[src/rtl/cpu_pkg.sv]
// Shared CPU definitions: opcode constants, ALU op encodings, the packed
// control-strobe struct and the opcode-to-controls decode function.
package cpu_pkg;

  localparam int unsigned OPW = 3;

  localparam logic [OPW-1:0] OP_NOP = 3'b000;
  localparam logic [OPW-1:0] OP_ADD = 3'b100;
  localparam logic [OPW-1:0] OP_SUB = 3'b101;
  localparam logic [OPW-1:0] OP_LW  = 3'b110;
  localparam logic [OPW-1:0] OP_SW  = 3'b111;

  localparam logic ALUOP_ADD = 1'b0;
  localparam logic ALUOP_SUB = 1'b1;

  // Field order sets the packed bit order: registerwrite is the MSB.
  typedef struct packed {
    logic registerwrite;
    logic aluop;
    logic alusrc;
    logic memw;
    logic mem2reg;
  } ctrl_t;

  // Pure decode. Reserved opcodes and opcodes with unknown bits fall to the
  // default branch and produce all-zero (NOP) controls.
  function automatic ctrl_t decode_op(input logic [OPW-1:0] opcode);
    ctrl_t c;
    c = '0;
    case (opcode)
      OP_ADD: begin
        c.registerwrite = 1'b1;
        c.aluop         = ALUOP_ADD;
      end
      OP_SUB: begin
        c.registerwrite = 1'b1;
        c.aluop         = ALUOP_SUB;
      end
      OP_LW: begin
        c.registerwrite = 1'b1;
        c.aluop         = ALUOP_ADD;
        c.alusrc        = 1'b1;
        c.mem2reg       = 1'b1;
      end
      OP_SW: begin
        c.aluop  = ALUOP_ADD;
        c.alusrc = 1'b1;
        c.memw   = 1'b1;
      end
      default: c = '0;
    endcase
    return c;
  endfunction

endpackage

[src/rtl/instruction_decode.sv]
// Main control decoder: registers the decoded control strobes of inst.
// Ports:
//   sysclk        - system clock, rising edge
//   reset         - synchronous active-high reset, clears all outputs
//   inst          - 3-bit opcode
//   registerwrite - register-file write enable
//   aluop         - ALU op (0 add, 1 subtract)
//   alusrc        - ALU B source (0 rs2, 1 immediate)
//   memw          - data-memory write enable
//   mem2reg       - writeback select (0 ALU, 1 memory)
module instruction_decode
  import cpu_pkg::*;
(
  input  logic           sysclk,
  input  logic           reset,
  input  logic [OPW-1:0] inst,
  output logic           registerwrite,
  output logic           aluop,
  output logic           alusrc,
  output logic           memw,
  output logic           mem2reg
);

  ctrl_t ctrl_q;

  // Single register stage; reset wins over decode.
  always_ff @(posedge sysclk) begin
    if (reset) ctrl_q <= '0;
    else       ctrl_q <= decode_op(inst);
  end

  assign registerwrite = ctrl_q.registerwrite;
  assign aluop         = ctrl_q.aluop;
  assign alusrc        = ctrl_q.alusrc;
  assign memw          = ctrl_q.memw;
  assign mem2reg       = ctrl_q.mem2reg;

endmodule

[config.mk]
export PLATFORM = sky130hd
export DESIGN_NAME = instruction_decode
export DESIGN_NICKNAME = d
export VERILOG_FILES = /design/src/rtl/cpu_pkg.sv /design/src/rtl/instruction_decode.sv
export SDC_FILE = /design/constraint.sdc
export NUM_CORES = 1
export LEC_CHECK = 0
export CAP_MARGIN = 20
export CORE_AREA = 2 2 39 41
export DETAILED_ROUTE_END_ITERATION = 6
export DIE_AREA = 0 0 41 43
export SLEW_MARGIN = 20
export SYNTH_ARGS = -nofsm -noshare
export SYNTH_HDL_FRONTEND = slang
export SYNTH_SLANG_ARGS = --single-unit
[constraint.sdc]
create_clock -name sysclk -period 0.86 [get_ports sysclk]
set_input_delay 0.215 -clock sysclk [delete_from_list [all_inputs] [get_ports sysclk]]
set_output_delay 0.215 -clock sysclk [all_outputs]
set_load 0.1 [all_outputs]
After elaboration in Yosys (flattened, before gate mapping)

Cells that the tools add are included.

Register bits: 5
Output and inout port bits: 5
Word-level logic and storage cells: 16

Eq/ne operators: 4
Reduce and logical (&&, ||, !) cells: 2
Multiplexer cells: 5

Operator list:

| operator                                    | number |
|---|---|
| 3-bit equality test (second input constant) | 4 |
| 1-bit 2-to-1 mux                            | 5 |
| 3-bit OR reduction                          | 1 |
| 2-bit OR reduction                          | 1 |

Logic depth before layout (Yosys ltp)

Gate-level depths: netlist (run 1).

Depth after elaboration: 3
Gate-level depth with buffers: 2
Mapped depth without buffers: 2

Worst setup path after synthesis (run 1)

Ideal clock, no wire load.

Path kind: reg-to-output
Start point: register ctrl_q, in the netlist aluop
End point: output port aluop
Arrival time: 0.909 ns
Stages on the path, launching flop included: 1
Data required time: 0.645 ns
Path slack: -0.264 ns
Path through: dfxtp_1

RTL lines:

| element                | RTL line                 | RTL |
|---|---|---|
| start, declared        | instruction_decode.sv:24 | `ctrl_t ctrl_q;` |
| start signal, assigned | instruction_decode.sv:29 | `else ctrl_q <= decode_op(inst);` |
| end, declared          | instruction_decode.sv:18 | `output logic aluop,` |

No word-level cell between the ends.

Final worst setup path (run 1)

Start point: register ctrl_q, in the netlist aluop
End point: output port aluop

No word-level cell between the ends.

==> results.md, run 1 <==
* Hold WC Path Type: input pin to flop
* Pwr Total at 639 uW
* Unrepaired setup endpoints after global routing: true
* Max-cap viol count at 0
* GRT Resource Usage Total at 4.62%
* CP Launch Type: flop
* GP Congestion at 0.633
* Cts bufs inserted at 3
* Peak VDD IR at 0.379 mV
* CP required at 640 ps
* DP HPWL at 207 um
* Yosys reg bits at 5
* Largest cells by area after synthesis: dfxtp_1 71%, and3b_1 6.2%, and2b_1 5.3%, nor3b_1 5.3%, and2_1 4.4%
* Most frequent cell after synthesis: dfxtp_1
* Port buffer count at 9
* Cts hold-fix bufs at 0
* Vias in the first global route at 92
* Final setup vio count at 5
* Ys Warns at 0
* DRC errors left at 0
* Post-layout util at 25.6%
* Outcome: finished, violations left
* Setup WS post-layout at -98.4 ps
* Placed cells at 37
* Clk pin slew, worst setup/hold paths at 40 ps
* Initial antenna violation count at 0
* Crit. End Element: output port
* Finished Layout Cells at 42
* Main synth FF type: dfxtp_1
* CP delay by family, top: flip-flops
* CTS tree: built
* Per-cell routed wire length at 6.40 um
* Synthesized area per cell at 12.9 um2
* Vias per cell at 3.10
* H-tree depth at 1
* First-pass GRT wire length at 407 um
* Syn Nets at 16
* Relative slew margins at 90.1%
* Synth-to-Final Area Change at 150%
* Die area at 1760 um2
* Tmin final at 958 ps
* Crit-path max FO at 1
* CTS root buf: clkbuf_4
* Cells after Synth at 11
* Area of the mapped netlist at 141 um2
* CP max stage delay at 330 ps
* Core footprint at 1380 um2
* Register area share after synthesis at 70.8%
* Total Routed Length at 269 um
* Slew of the pin with the lowest slew margin at 148 ps
* Final setup TNS at -465 ps
* FP Rows at 14
* 1st-iter DRT viols at 1
* DP Worst Slack at -277 ps
* GRT overflow at 0
* Logic depth of the worst path, buffers included at 1
* Failing checks: negative setup slack
* DP Area at 315 um2
* Async set-reset flop share out of synthesis at 0%
* Synth top area share at 70.8%
* Total iterations of the first detailed-routing run at 2
* Netlist cell types at 7
* Pin count of the biggest net entering global routing at 5
* Pwr dens at 1800 nW/um2
* Worst path cell trace: buf_12
* Sink Count at 5
* Grt met3 use at 6.28%
* M1 GR Usage at 3.86%
* Number of synthesized flops with an enable pin at 0
* Fin. Hold Viols at 0
* Ant. Diodes at 0
* Vias at 130
* CP arrival at 740 ps
* NumNets Final at 32
* Initial Utilization at 10.2%
* Met2 usage in global routing at 3.13%
* Post-Layout Inst Area at 354 um2
* Buf+Inv Stages, Crit Path at 1
* Die height at 43 um
* Final period utilization at 111%
* Lkg Pwr at 0.166 nW
* GR peak layer: met4
* Cell accounting for the most synthesized area: dfxtp_1
* Fin. max-slew vios at 0
* CTS max path bufs at 2
* I/O Pins at 10
* Slowest CP cell: dfxtp_2
* Hold_ws at 264 ps
* Critical path class: flop to output port
* Detail Route Antenna Nets at 0
* Die extent in x at 41 um
* Layout cell share with drive strength beyond 1 at 61.5%
* Max frequency at 1040 MHz
* Worst hold stages at 3
==> final timing paths <==
kind     to    start  slack, ps
max   aluop    aluop       -100
min   aluop  inst[1]        260
==> logic make-up (layout without fill, tap and decap cells) <==
family / Yosys count / after routing / share of synthesized area (%)
DFF: 5 / 5 / 70.8
and+or+nand+nor: 5 / 5 / 25.7
AOI/OAI and AO/OA: 1 / 1 / 3.54
buffers and inverters: 0 / 15 / 0
==> placed cells by master, fill, tap and decap left out <==
master and count:
a21oi_1 1, and2_1 1, and2b_1 1, and3b_2 1, buf_12 5, buf_4 2, clkbuf_1 1, clkbuf_4 3
clkdlybuf4s50_1 1, dfxtp_2 5, dlygate4sd2_1 1, dlymetal6s2s_1 2, nand2b_1 1, nor3b_1 1
==> layer usage <==
metal / part of all wire, % / vias to the layer above
met5: 0 / -
met4: 2.2 / 0
met3: 14 / 2
met2: 40 / 10
met1: 42 / 51
li1: - / 67
==> power breakdown <==
part | internal [mW] | total (mW) | switching, mW
registers | 0.243 | 0.249 | 0.00631
clock network | 0.175 | 0.264 | 0.0894
logic | 0.0541 | 0.126 | 0.0715
total | 0.472 | 0.639 | 0.167
==> final cells by class <==
class	count	area, um2
Timing Repair Buffer	11	159
Multi-Input combinational cell	6	42.5
Tap cell	16	20.0
Sequential cell	5	106
Clock buffer	4	26.3
Fill cell	146	1030
==> repair_timing <==
item | 4_1_cts | 5_1_grt
gates resized for setup | 1 | 3
setup endpoints to repair | 7 | 7
buffers inserted | 0 | 1
pin swaps | 1 | 1
==> flip-flops by register name (all words and copies together), names as in the netlist <==
signal         cells
mem2reg            1
registerwrite      1
memw               1
aluop              1
alusrc             1
Note: power is estimated with default switching activity, not from simulation.
==> run 2, diff against run 1 <==
REMOVE_ABC_BUFFERS = 1   (was not set)
clock period = 1.1 ns   (was 0.86 ns; I/O delays follow)
==> run 2 against run 1 <==
  * The run now ends clean
  * Clock power down 21%
  * Sequential share of layout area down 0.18 points
  * Worst hold slack better by 370 ps
  * Power down 22%
  * Count of clock-buffer cells in the layout unchanged
  * Largest cell class unchanged
  * Combinational power down 22%
  * Final cell count down 2.4%
  * Sequential power down 22%
  * Global-route usage down 0.50 points
==> results.md, run 2 (synthesis results as in run 1) <==
* Vias per cell at 2.85 (-7.8%)
* Outcome: finished clean
* Per-cell routed wire length at 6.73 um (+5.1%)
* Pint at 368 uW (-22%)
* Hold EP: registerwrite
* Die height at 43 um (unchanged)
* Slowest CP cell: dfxtp_1
* 1st-iter DRT viols at 0 (-1)
* CP arrival at 770 ps (+30 ps)
* GP Congestion at 0.613 (-3.2%)
* Detail Route Antenna Nets at 0 (unchanged)
* DP Worst Slack at -93.8 ps (+183 ps)
* Slew of the pin with the lowest slew margin at 152 ps (+4.33 ps)
* DRC errors left at 0 (unchanged)
* H-tree depth at 1 (unchanged)
* CTS root buf: clkbuf_4
* Port buffer count at 9 (unchanged)
* Max-cap viol count at 0 (unchanged)
* CTS tree: built
* Tmin final at 1040 ps
* First-pass GRT wire length at 379 um (-6.9%)
* Post-Layout Inst Area at 335 um2 (-5.3%)
* Hold Startpoint: inst[2]
* Clock group share of total power at 41.7% (+0.3 points)
* Ant. Diodes at 0 (unchanged)
* Postcts setup bufs at 0 (unchanged)
* Pin count of the biggest net entering global routing at 5 (unchanged)
* Post-layout util at 24.2% (-1.4 points)
* FP Rows at 14 (unchanged)
* Lkg Pwr at 0.140 nW (-16%)
* Placed cells at 37 (unchanged)
* Combinational share of power at 19.6% (about the same)
* Most frequent cells in the layout: 5 x dfxtp_1, 5 x buf_12, 4 x clkdlybuf4s50_1
* Die area at 1760 um2 (unchanged)
* Sink Count at 5 (unchanged)
* DP Area at 309 um2 (-2.0%)
* Critical path class: flop to output port
* Synth-to-Final Area Change at 137%
* I/O Pins at 10 (unchanged)
* CP delay by family, top: flip-flops
* Final setup vio count at 0 (-5)
* CP Launch Type: flop
* Power share of the sequential group at 38.7% (-0.3 points)
* Pwr dens at 1490 nW/um2 (-17%)
* Initial Utilization at 10.2% (unchanged)
* GRT overflow at 0 (unchanged)
* Total iterations of the first detailed-routing run at 1 (-1)
* Buf+Inv Stages, Crit Path at 1 (unchanged)
* Clk pin slew, worst setup/hold paths at 40 ps (about the same)
* CTS max path bufs at 2 (unchanged)
* Peak VDD IR at 0.371 mV (-2.2%)
* Worst path cell trace: buf_12
* Final period utilization at 95.0%
* Finished Layout Cells at 41 (-2.4%)
* Sw frac at 26.3% (+0.12 points)
* Die extent in x at 41 um (unchanged)
* Max frequency at 957 MHz
* Hold WC Path Type: input pin to flop
* Crit. End Element: output port
* Worst hold stages at 3 (unchanged)
* Fin. max-slew vios at 0 (unchanged)
* Unrepaired setup endpoints after global routing: false
* Core footprint at 1380 um2 (unchanged)
* GRT Resource Usage Total at 4.12% (-0.50 points)
* Setup WS post-layout at 55.3 ps (+154 ps)
* Cts hold-fix bufs at 0 (unchanged)
* CP required at 820 ps (+180 ps)
* CP max stage delay at 350 ps (+20 ps)
* Total Routed Length at 276 um (+2.6%)
* # resized after CTS at 0 (-1)
* Crit-path max FO at 1 (unchanged)
* Vias at 117 (-10%)
* Initial antenna violation count at 0 (unchanged)
* Vias in the first global route at 118 (+28%)
* P_sw at 131 uW (-21%)
* Relative slew margins at 89.8% (-0.29 points)
* Pwr Total at 499 uW (-22%)
* Fin. Hold Viols at 0 (unchanged)
* Cts bufs inserted at 3 (unchanged)
* NumNets Final at 31 (-3.1%)
* Layout cell share with drive strength beyond 1 at 36.0% (-26 points)
run 2: cell types whose count changed in the layout (fill, tap and decap cells not counted), sizes merged:
| cell | delta |
|---|---|
| buf | -1 |
| clkdlybuf4s50 | +3 |
| dlygate4sd2 | -1 |
| dlymetal6s2s | -2 |
run 2: how the worst max path moves through the flow:
stage | cells after the start | end | from
detailed placement | 3 | mem2reg | reset
global placement | 3 | memw | reset
global route | 1 | registerwrite | registerwrite
finish | 1 | registerwrite | registerwrite
floorplan | 0 | aluop | aluop
CTS | 1 | registerwrite | registerwrite
run 2: area by class of cell:
type,instances,area (um2)
timing repair buffer,10,148
fill,152,1050
tap,16,20.0
multi-input combinational,6,41.3
sequential,5,100
clock buffer,4,26.3
run 2: per-layer routing:
metal,GRT usage [%],share of wire [%]
met1,3.87,50
met2,3.44,35
met3,4.71,15
met4,6.00,0
met5,0,0
run 2: power groups by stage:
stage                     clock network (mW)  registers, mW  logic, mW
after floorplan                            0          0.239    0.00666
after global placement                     0          0.196     0.0981
after detailed placement                   0          0.197     0.0983
after CTS                              0.220          0.193     0.0984
after global routing                   0.236          0.193      0.102
final                                  0.208          0.193     0.0979
run 2: per-stage QoR:
stage / hold slack (ps) / TNS (ps)
after CTS: 622 / 0
final: 632 / 0
after global routing: 655 / 0
after global placement: 743 / -190
after floorplan: 351 / -420
after detailed placement: 742 / -186
